File: config.mk
export PLATFORM = sky130hd
export DESIGN_NAME = mem_port_sched
export DESIGN_NICKNAME = d
export VERILOG_FILES = /design/src/rtl/mem_port_sched.sv
export SDC_FILE = /design/constraint.sdc
export NUM_CORES = 1
export LEC_CHECK = 0
export BUFFER_PORTS_ARGS = -buffer_cell sky130_fd_sc_hd__buf_2
export CAP_MARGIN = 25
export CORE_ASPECT_RATIO = 1.1
export CORE_MARGIN = 2
export CORE_UTILIZATION = 55
export CTS_CLUSTER_DIAMETER = 120
export DETAILED_ROUTE_END_ITERATION = 12
export GPL_TIMING_DRIVEN = 0
export HOLD_SLACK_MARGIN = 0.12
export PLACE_DENSITY = 0.76
export SLEW_MARGIN = 20
export SYNTH_ARGS = -nofsm -noshare
export SYNTH_HDL_FRONTEND = slang
export SYNTH_SLANG_ARGS = --single-unit
File: constraint.sdc
create_clock -name clk -period 5 [get_ports clk]
set_input_delay 0 -clock clk [delete_from_list [all_inputs] [get_ports clk]]
set_output_delay 0 -clock clk [all_outputs]
set_load 0.05 [all_outputs]
File: src/rtl/mem_port_sched.sv
// Single memory port scheduler: fetch/load arbitration with fetch anti-starvation,
// an in-order store buffer with youngest-match load forwarding, and a flush sequence.
module mem_port_sched #(
    parameter int unsigned AW         = 16,
    parameter int unsigned DW         = 16,
    parameter int unsigned SB_DEPTH   = 4,
    parameter int unsigned STARVE_MAX = 3
) (
    input  logic                        clk,
    input  logic                        rst,
    input  logic                        f_req,
    input  logic [AW-1:0]               f_addr,
    output logic                        f_gnt,
    output logic                        f_rvalid,
    output logic [DW-1:0]               f_rdata,
    input  logic                        l_req,
    input  logic [AW-1:0]               l_addr,
    output logic                        l_gnt,
    output logic                        l_rvalid,
    output logic [DW-1:0]               l_rdata,
    input  logic                        s_req,
    input  logic [AW-1:0]               s_addr,
    input  logic [DW-1:0]               s_data,
    output logic                        s_ack,
    input  logic                        flush_req,
    output logic                        flush_done,
    output logic                        mem_en,
    output logic                        mem_we,
    output logic [AW-1:0]               mem_addr,
    output logic [DW-1:0]               mem_wdata,
    input  logic [DW-1:0]               mem_rdata,
    output logic [$clog2(SB_DEPTH):0]   sb_count
);

    localparam int unsigned PW  = $clog2(SB_DEPTH);
    localparam int unsigned CW  = PW + 1;
    localparam int unsigned STW = $clog2(STARVE_MAX + 1);

    typedef enum logic [1:0] {StRun, StFlush, StDone} state_e;

    state_e          state_q, state_d;
    logic [PW-1:0]   head_q, tail_q;
    logic [CW-1:0]   count_q;
    logic [STW-1:0]  starve_q;
    logic [AW-1:0]   sb_addr_q [SB_DEPTH];
    logic [DW-1:0]   sb_data_q [SB_DEPTH];

    logic            f_rvalid_q, l_rvalid_q, l_fwd_q;
    logic [DW-1:0]   l_fwd_data_q;

    logic            live, full, not_empty;
    logic            fwd_hit;
    logic [DW-1:0]   fwd_data;
    logic            drain, l_rd, l_fwd_gnt;

    // Outputs are forced quiet while reset is held, independent of the request inputs.
    assign live      = !rst;
    assign full      = (count_q == CW'(SB_DEPTH));
    assign not_empty = (count_q != '0);
    assign s_ack     = live && (state_q == StRun) && s_req && !full;

    // Scan oldest to youngest so the last match wins; a same-cycle store is youngest of all.
    always_comb begin
        fwd_hit  = 1'b0;
        fwd_data = '0;
        for (int i = 0; i < SB_DEPTH; i++) begin
            if ((CW'(i) < count_q) && (sb_addr_q[head_q + PW'(i)] == l_addr)) begin
                fwd_hit  = 1'b1;
                fwd_data = sb_data_q[head_q + PW'(i)];
            end
        end
        if (s_ack && (s_addr == l_addr)) begin
            fwd_hit  = 1'b1;
            fwd_data = s_data;
        end
    end

    always_ff @(posedge clk or posedge rst) begin
        if (rst) begin
            state_q <= StRun;
        end else begin
            state_q <= state_d;
        end
    end

    always_comb begin
        state_d = state_q;
        unique case (state_q)
            StRun: begin
                if (flush_req) state_d = StFlush;
            end
            StFlush: begin
                if (!flush_req) begin
                    state_d = StRun;
                end else if (!not_empty || (count_q == CW'(1))) begin
                    // With one entry left it drains this cycle, so done follows the dequeue edge.
                    state_d = StDone;
                end
            end
            StDone: begin
                if (!flush_req) state_d = StRun;
            end
            default: state_d = StRun;
        endcase
    end

    always_comb begin
        f_gnt     = 1'b0;
        l_rd      = 1'b0;
        l_fwd_gnt = 1'b0;
        drain     = 1'b0;
        if (live) begin
            unique case (state_q)
                StRun: begin
                    l_fwd_gnt = l_req && fwd_hit;
                    if (full) begin
                        drain = 1'b1;
                    end else if (f_req && (starve_q == STW'(STARVE_MAX))) begin
                        f_gnt = 1'b1;
                    end else if (l_req && !fwd_hit) begin
                        l_rd = 1'b1;
                    end else if (f_req) begin
                        f_gnt = 1'b1;
                    end else if (not_empty) begin
                        drain = 1'b1;
                    end
                end
                StFlush: drain = not_empty;
                StDone:  drain = 1'b0;
                default: drain = 1'b0;
            endcase
        end
    end

    assign l_gnt = l_rd || l_fwd_gnt;

    always_comb begin
        mem_en    = 1'b0;
        mem_we    = 1'b0;
        mem_addr  = '0;
        mem_wdata = '0;
        if (drain) begin
            mem_en    = 1'b1;
            mem_we    = 1'b1;
            mem_addr  = sb_addr_q[head_q];
            mem_wdata = sb_data_q[head_q];
        end else if (f_gnt) begin
            mem_en   = 1'b1;
            mem_addr = f_addr;
        end else if (l_rd) begin
            mem_en   = 1'b1;
            mem_addr = l_addr;
        end
    end

    always_ff @(posedge clk or posedge rst) begin
        if (rst) begin
            head_q  <= '0;
            tail_q  <= '0;
            count_q <= '0;
            for (int i = 0; i < SB_DEPTH; i++) begin
                sb_addr_q[i] <= '0;
                sb_data_q[i] <= '0;
            end
        end else begin
            if (s_ack) begin
                sb_addr_q[tail_q] <= s_addr;
                sb_data_q[tail_q] <= s_data;
                tail_q            <= tail_q + PW'(1);
            end
            if (drain) begin
                head_q <= head_q + PW'(1);
            end
            count_q <= count_q + CW'(s_ack) - CW'(drain);
        end
    end

    always_ff @(posedge clk or posedge rst) begin
        if (rst) begin
            starve_q <= '0;
        end else if (f_gnt || !f_req) begin
            starve_q <= '0;
        end else if (starve_q != STW'(STARVE_MAX)) begin
            starve_q <= starve_q + STW'(1);
        end
    end

    always_ff @(posedge clk or posedge rst) begin
        if (rst) begin
            f_rvalid_q   <= 1'b0;
            l_rvalid_q   <= 1'b0;
            l_fwd_q      <= 1'b0;
            l_fwd_data_q <= '0;
        end else begin
            f_rvalid_q <= f_gnt;
            l_rvalid_q <= l_gnt;
            l_fwd_q    <= l_fwd_gnt;
            if (l_fwd_gnt) l_fwd_data_q <= fwd_data;
        end
    end

    assign f_rvalid   = f_rvalid_q;
    assign f_rdata    = f_rvalid_q ? mem_rdata : '0;
    assign l_rvalid   = l_rvalid_q;
    assign l_rdata    = l_rvalid_q ? (l_fwd_q ? l_fwd_data_q : mem_rdata) : '0;
    assign flush_done = live && (state_q == StDone);
    assign sb_count   = count_q;

endmodule

Yosys cells after proc, flatten, opt, wreduce, memory -nomap -nowiden
Index checks and enable logic that the tools add are counted.
W data, S select, Z words.
Word-level totals
  bits in read-only memories: 0
  flip-flop bits (word level): 158
  memory bits (writable): 0
  output and inout bits: 75
  input port bits: 86
  logic and storage cells: 154
  memories: 0
  latch bits: 0
Cells by class
  bitwise operators: 5
  $mul: 0
  divide/modulo/power cells: 0
  $add $sub $neg: 7
  reduce and logical (&&, ||, !) cells: 25
  multiplexer cells: 76
  shifts and indexed selects: 0
  eq/ne operators: 14
  $lt $le $gt $ge: 10
Operators by type and width (number)
  $mux W16: 29
  $bmux W16 S2: 8
  $bwmux W64: 2
  $eq A16 B16 Y1: 5
  $demux W16 S2: 1
  $mux W1: 28
  $ge A3 B3 Y1 const B: 5
  $not A2 Y3: 5
  $logic_and A1 B1 Y1: 13
  $mux W2: 6
  $add A2 B1 Y2 const B: 3
  $lt A1 B3 Y1 const A: 2
  $lt A2 B3 Y1 const A: 2
  $ne A2 B2 Y1 const B: 3
  $pmux W2 S3: 1
  $logic_not A1 Y1: 5
  $add A2 B2 Y2 const B: 2
  $eq A2 B2 Y1 const B: 2
  $add A3 B1 Y3: 1
  $eq A3 B1 Y1 const B: 1
  $eq A3 B3 Y1 const B: 1
  $logic_or A1 B1 Y1: 3
  $lt A3 B1 Y1 const B: 1
  $ne A3 B3 Y1 const B: 1
  7 further kinds: 7

Logic depth before layout (Yosys ltp)
  depth in word-level cells: 21
  mapped depth: 19

Least setup slack after synthesis
Ideal clock, no wire load.
  path kind: register to register
  from: register head_q[0]
  to: register count_q[2] (netlist: sb_count[2])
  stages on the path, launching flop included: 18
  required time: 4877 ps
  slack: 882 ps
  data arrival time: 3995 ps
  library setup time: 123 ps
  path buffers: 4
  path through: dfrtp_1 -> buf_2 -> buf_2 -> mux4_2 -> xnor2_1 -> nand4_1 -> nor3_1 -> a211oi_1 -> a41o_1 -> a21o_1 -> buf_2 -> clkbuf_1 -> inv_1 -> ha_1 -> inv_1 -> ha_1 -> fa_1 -> xnor2_1
On the way
  cells in the longest elaborated chain, start to end: 19
Ends and longest elaborated chain
  start: declaration: line 42  | logic [PW-1:0] head_q, tail_q;
  start signal: assignment: line 172  | head_q <= head_q + PW'(1);
  $add A2 B1 Y2 / $not A2 Y3 (equally long branches): line 67  | if ((CW'(i) < count_q) && (sb_addr_q[head_q + PW'(i)] == l_addr)) begin
  $not A2 Y3 (implied by the code) / $bmux W16 S2 (equally long branches): line 67
  $bmux W16 S2 / $mux W16 (equally long branches): line 67
  $mux W16 (implied by the code): line 67
  $mux W16 (implied by the code) / $eq A16 B16 Y1 (equally long branches): line 67
  $eq A16 B16 Y1 / $logic_and A1 B1 Y1 (equally long branches): line 67
  $logic_and A1 B1 Y1 / $mux W1 (equally long branches): line 67
  $mux W1 (2 in a row): line 67
  (+2 left out)
  $logic_not A1 Y1 (*): line 120  | end else if (l_req && !fwd_hit) begin
  $logic_and A1 B1 Y1 (*): line 120
  $mux W1 (*): line 120
  $mux W1 (*): line 118  | end else if (f_req && (starve_q == STW'(STARVE_MAX))) begin
  $mux W1 (*): line 116  | if (full) begin
  $pmux W1 S2 (*): line 113  | unique case (state_q)
  $mux W1 (*): line 112  | if (live) begin
  $sub A3 B1 Y3 (*): line 174  | count_q <= count_q + CW'(s_ack) - CW'(drain);
  end signal: assignment: line 174
  end: declaration: line 43  | logic [CW-1:0] count_q;
Mark *: on every way between the ends. The rest lies on a longest branch, timed or not. The select of a mux whose other input is x is not followed.
A chain may end at the register's enable or synchronous reset.

Worst setup path after layout
  from: register head_q[1]
  to: output port l_gnt
On the way
  cells in the longest elaborated chain, start to end: 19
Ends and longest elaborated chain
  $add A2 B1 Y2 / $not A2 Y3 (equally long branches): line 67
  $not A2 Y3 (implied by the code) / $bmux W16 S2 (equally long branches): line 67
  $bmux W16 S2 / $mux W16 (equally long branches): line 67
  $mux W16 (implied by the code): line 67
  $mux W16 (implied by the code) / $eq A16 B16 Y1 (equally long branches): line 67
  $eq A16 B16 Y1 / $logic_and A1 B1 Y1 (equally long branches): line 67
  $logic_and A1 B1 Y1 / $mux W1 (equally long branches): line 67
  $mux W1 (2 in a row): line 67
  (+2 left out)
  $logic_not A1 Y1: line 120
  $logic_and A1 B1 Y1: line 120
  $mux W1: line 120
  $mux W1: line 118
  $mux W1: line 116
  $mux W1: line 113
  $mux W1: line 112
  $logic_or A1 B1 Y1 (*): line 135  | assign l_gnt = l_rd || l_fwd_gnt;
  end: declaration: line 18  | output logic l_gnt,
Marks and branches as above.

==> impl_results.md <==
* Die X at 143 um
* Worst Skew at roughly 7.3 ps
* Comb power frac at 0.607
* I/O pin total at 161
* Worst-path clk slew at around 70 ps
* Critical Path Source Type: flip-flop
* Gr usage total at 0.346
* TritonCTS clock tree: built
* Total global routing overflow at 0
* Sw frac at 0.471
* Required @ worst endpoint at 5000 ps
* Async set-or-reset flop fraction in the synthesized netlist at 1.00
* # setup viols final at 1
* Initial Util at 0.564
* Post-synthesis sequential area ratio at 0.338
* Synth Flop Type: dfrtp_1
* Post-layout min period at 5000 ps
* Critical Path Sink Type: output pin
* Cts bufs inserted at 17
* Fin crit share at 1.00
* Max Root-Sink Buffers at 2
* Placeable Area at 20,700 sq um
* WP data arrival at approximately 5000 ps
* EDFF count, synth at 0
* P per Cell Area at 698 nW/um^2
* Violated checks: negative setup slack
* # diodes at 0
* Setup slack after layout at -2.06 ps
* Relative slew slack at 0.245
* Average wire per standard cell at 23.9 um
* Final wirelength at about 39,000 um
* CP most frequent cell: buf_6
* DRC at 0
* Drt pass-1 iters at 6
* Synth Register Bits at 158
* Setup bufs post-CTS at 0
* Net Sw Power at ~4500 uW
* Largest net degree at the start of global routing at 95
* Peak VDD IR at 0.437 mV
* Post-synth cell types at 56
* Kind of critical path: flip-flop to output pin
* Vias per Instance at 6.42
* Layout cells sized above 1 at 0.329
* Clk pwr share at 0.143
* Fmax at 200 MHz
* Final nets at 1,419
* Warnings from Yosys at 0
* Unrepaired setup endpoints after global routing: yes
* Final HPWL DP at 27,200 um
* First-pass GRT wire length at just under 60,000 um
* Root buf cell: clkbuf_16
* Pleak at just over 0.006 uW
* Die area at 22,400 sq um
* Final Util at 0.666
* Slowest CP cell: a31oi_1
* P&R area growth vs syn at 18.0%
* Most frequent cells after synthesis: 167 x mux2_2, 158 x dfrtp_1, 80 x mux2i_1
* Syn Std Cell Area at ~12,000 sq um
* Number of global-route vias before repair at 10,100
* Max Cap Viol at 0
* Cell family with most CP delay: buffers and inverters
* Overall power at 9630 uW
* Final instance area at ~14,000 sq um
* H-tree depth at 4
* Post-Place Cell Area at 12,800 sq um
* Worst-path maximum fanout at 10
* Post-Synthesis Net Count at between 1,000 and 1,500
* Clock tree sinks at 158
* Final Hold Viols at 0
* Final hold slack at 201 ps
* Buf+Inv Stages, Crit Path at 5
* Top cells by area, synth: dfrtp_1 34%, mux2_2 16%, mux4_2 9.6%, mux2i_1 6.9%, xnor2_1 3.7%
* Max incr delay on CP at around 870 ps
* Final slew viol count at 0
* Mean Syn Cell Area at 10.4 sq um
* Syn Inst Count at 1,121
* RD Place Congestion at 0.992
* Post-route ant nets at 0
* Status: finished, violations left
* Post-synth top area cell: dfrtp_1
* Port-buffer cells at 145
* Cell row count at 55
* Count leader, synth: mux2_2
* Sequential fraction of design power at 0.250
* CP Cell Sequence: buf_6, buf_6, buf_6, mux2i_1, mux2i_1, xor2_1, nor4_1, nand4_2, a31oi_1, clkbuf_1, a31o_2, buf_2
* Synth top area share at 0.338
* Initial antenna violation count at 0
* Pre-CTS worst setup slack at 81.5 ps
* Die height at 157 um
* # fillers at between 1,500 and 2,000
* Worst slew pin tran at approximately 1100 ps
* Int Pwr at ~5100 uW
* Min-delay worst type: input port to flip-flop
* Clk Latency, worst-skew pair at 440 ps
* Initial drt markers at 1,150
* Via count at approximately 10,000
-- power by group through the flow --
stage / registers (uW) / clock network (uW) / logic, uW
6_report: 2410 / 1370 / 5850
3_5_place_dp: 2380 / 0 / 5650
3_3_place_gp: 2330 / 0 / 5570
4_1_cts: 2370 / 1370 / 5710
2_1_floorplan: 2250 / 0 / 4370
5_1_grt: 2470 / 1410 / 6160
-- cell families after synthesis --
logic type | Yosys count | share of synthesized area
buffers and inverters | 139 | 0.0542
and+or+nand+nor | 239 | 0.0989
DFF | 158 | 0.338
AOI/OAI and AO/OA | 200 | 0.113
adders and majority gates | 10 | 0.0113
xor gates and xnor gates | 78 | 0.0584
muxes | 297 | 0.326
-- cell usage in the layout, fill, tap and decap left out, types with 36 or more instances in the layout --
master         Yosys  routed
o21ai_0           72      72
clkbuf_1          58      55
mux4_2            50      50
dfrtp_1          158     158
nor2_1            76      76
mux2_2           167     167
dlygate4sd3_1      0      36
nand2_1           55      55
xnor2_1           50      50
buf_2              8     154
mux2i_1           80      80
a21oi_1           37      36
inv_1             42      41
-- stage by stage --
stage                     cells  setup TNS, ps
after floorplan            1121              0
after global placement     1551        -178810
after detailed placement   1553              0
after CTS                  1621              0
after global routing       1621          -63.0
final                      1621          -2.06
-- layer usage --
| layer | global-route usage | part of all wire | vias up |
|---|---|---|---|
| li1 | - | - | 4510 |
| met1 | 0.481 | 0.40 | 5139 |
| met2 | 0.534 | 0.46 | 657 |
| met3 | 0.0730 | 0.10 | 99 |
| met4 | 0.133 | 0.033 | 0 |
| met5 | 0 | 0 | - |
-- registers in the layout, indices dropped and copies added (netlist names) --
name          flops
starve_q          2
state_q           2
tail_q            2
head_q            2
sb_addr_q        64
l_rvalid          1
sb_count          3
sb_data_q        64
l_fwd_data_q     16
f_rvalid          1
l_fwd_q           1
-- tightest hold or removal path: stages --
cell      delay (ps)
buf_2            110
a41o_1           190
a211oi_1         150
xor2_1           140
-- final timing paths --
path                       cells after the start                   start  slack, ps                   endpoint
max                                           12   head_q[1]$_DFFE_PP0P_         -2                      l_gnt
min                                            4                   l_req        200      head_q[1]$_DFFE_PP0P_
max reg2reg                                   18   head_q[1]$_DFFE_PP0P_        160      sb_count[2]$_DFF_PP0_
min reg2reg                                    1  state_q[1]$_DFFE_PP0P_        490     state_q[0]$_DFFE_PP0P_
max in group asynchronous                      4                     rst       3970  sb_addr_q[44]$_DFFE_PP0P_
min in group asynchronous                      3                     rst        260      tail_q[0]$_DFFE_PP0P_
-- repair_timing --
action | CTS | global route
endpoints found under the hold margin | 242 | 0
hold buffers | 36 | 0
setup endpoints to repair | 0 | 6
resized for setup | 0 | 8
-- layout make-up --
class / instances / area, sq um / area share
timing repair buffer: 183 / 1120 / 0.0811
buffer: 95 / 472 / 0.0342
multi-input combinational: 824 / 7120 / 0.516
inverter: 44 / 173 / 0.0125
clock inverter: 15 / 176 / 0.0128
clock buffer: 17 / 425 / 0.0308
tap: 285 / 357 / 0.0259
sequential: 158 / 3950 / 0.287
No activity file was read; power rests on OpenSTA's default activity.
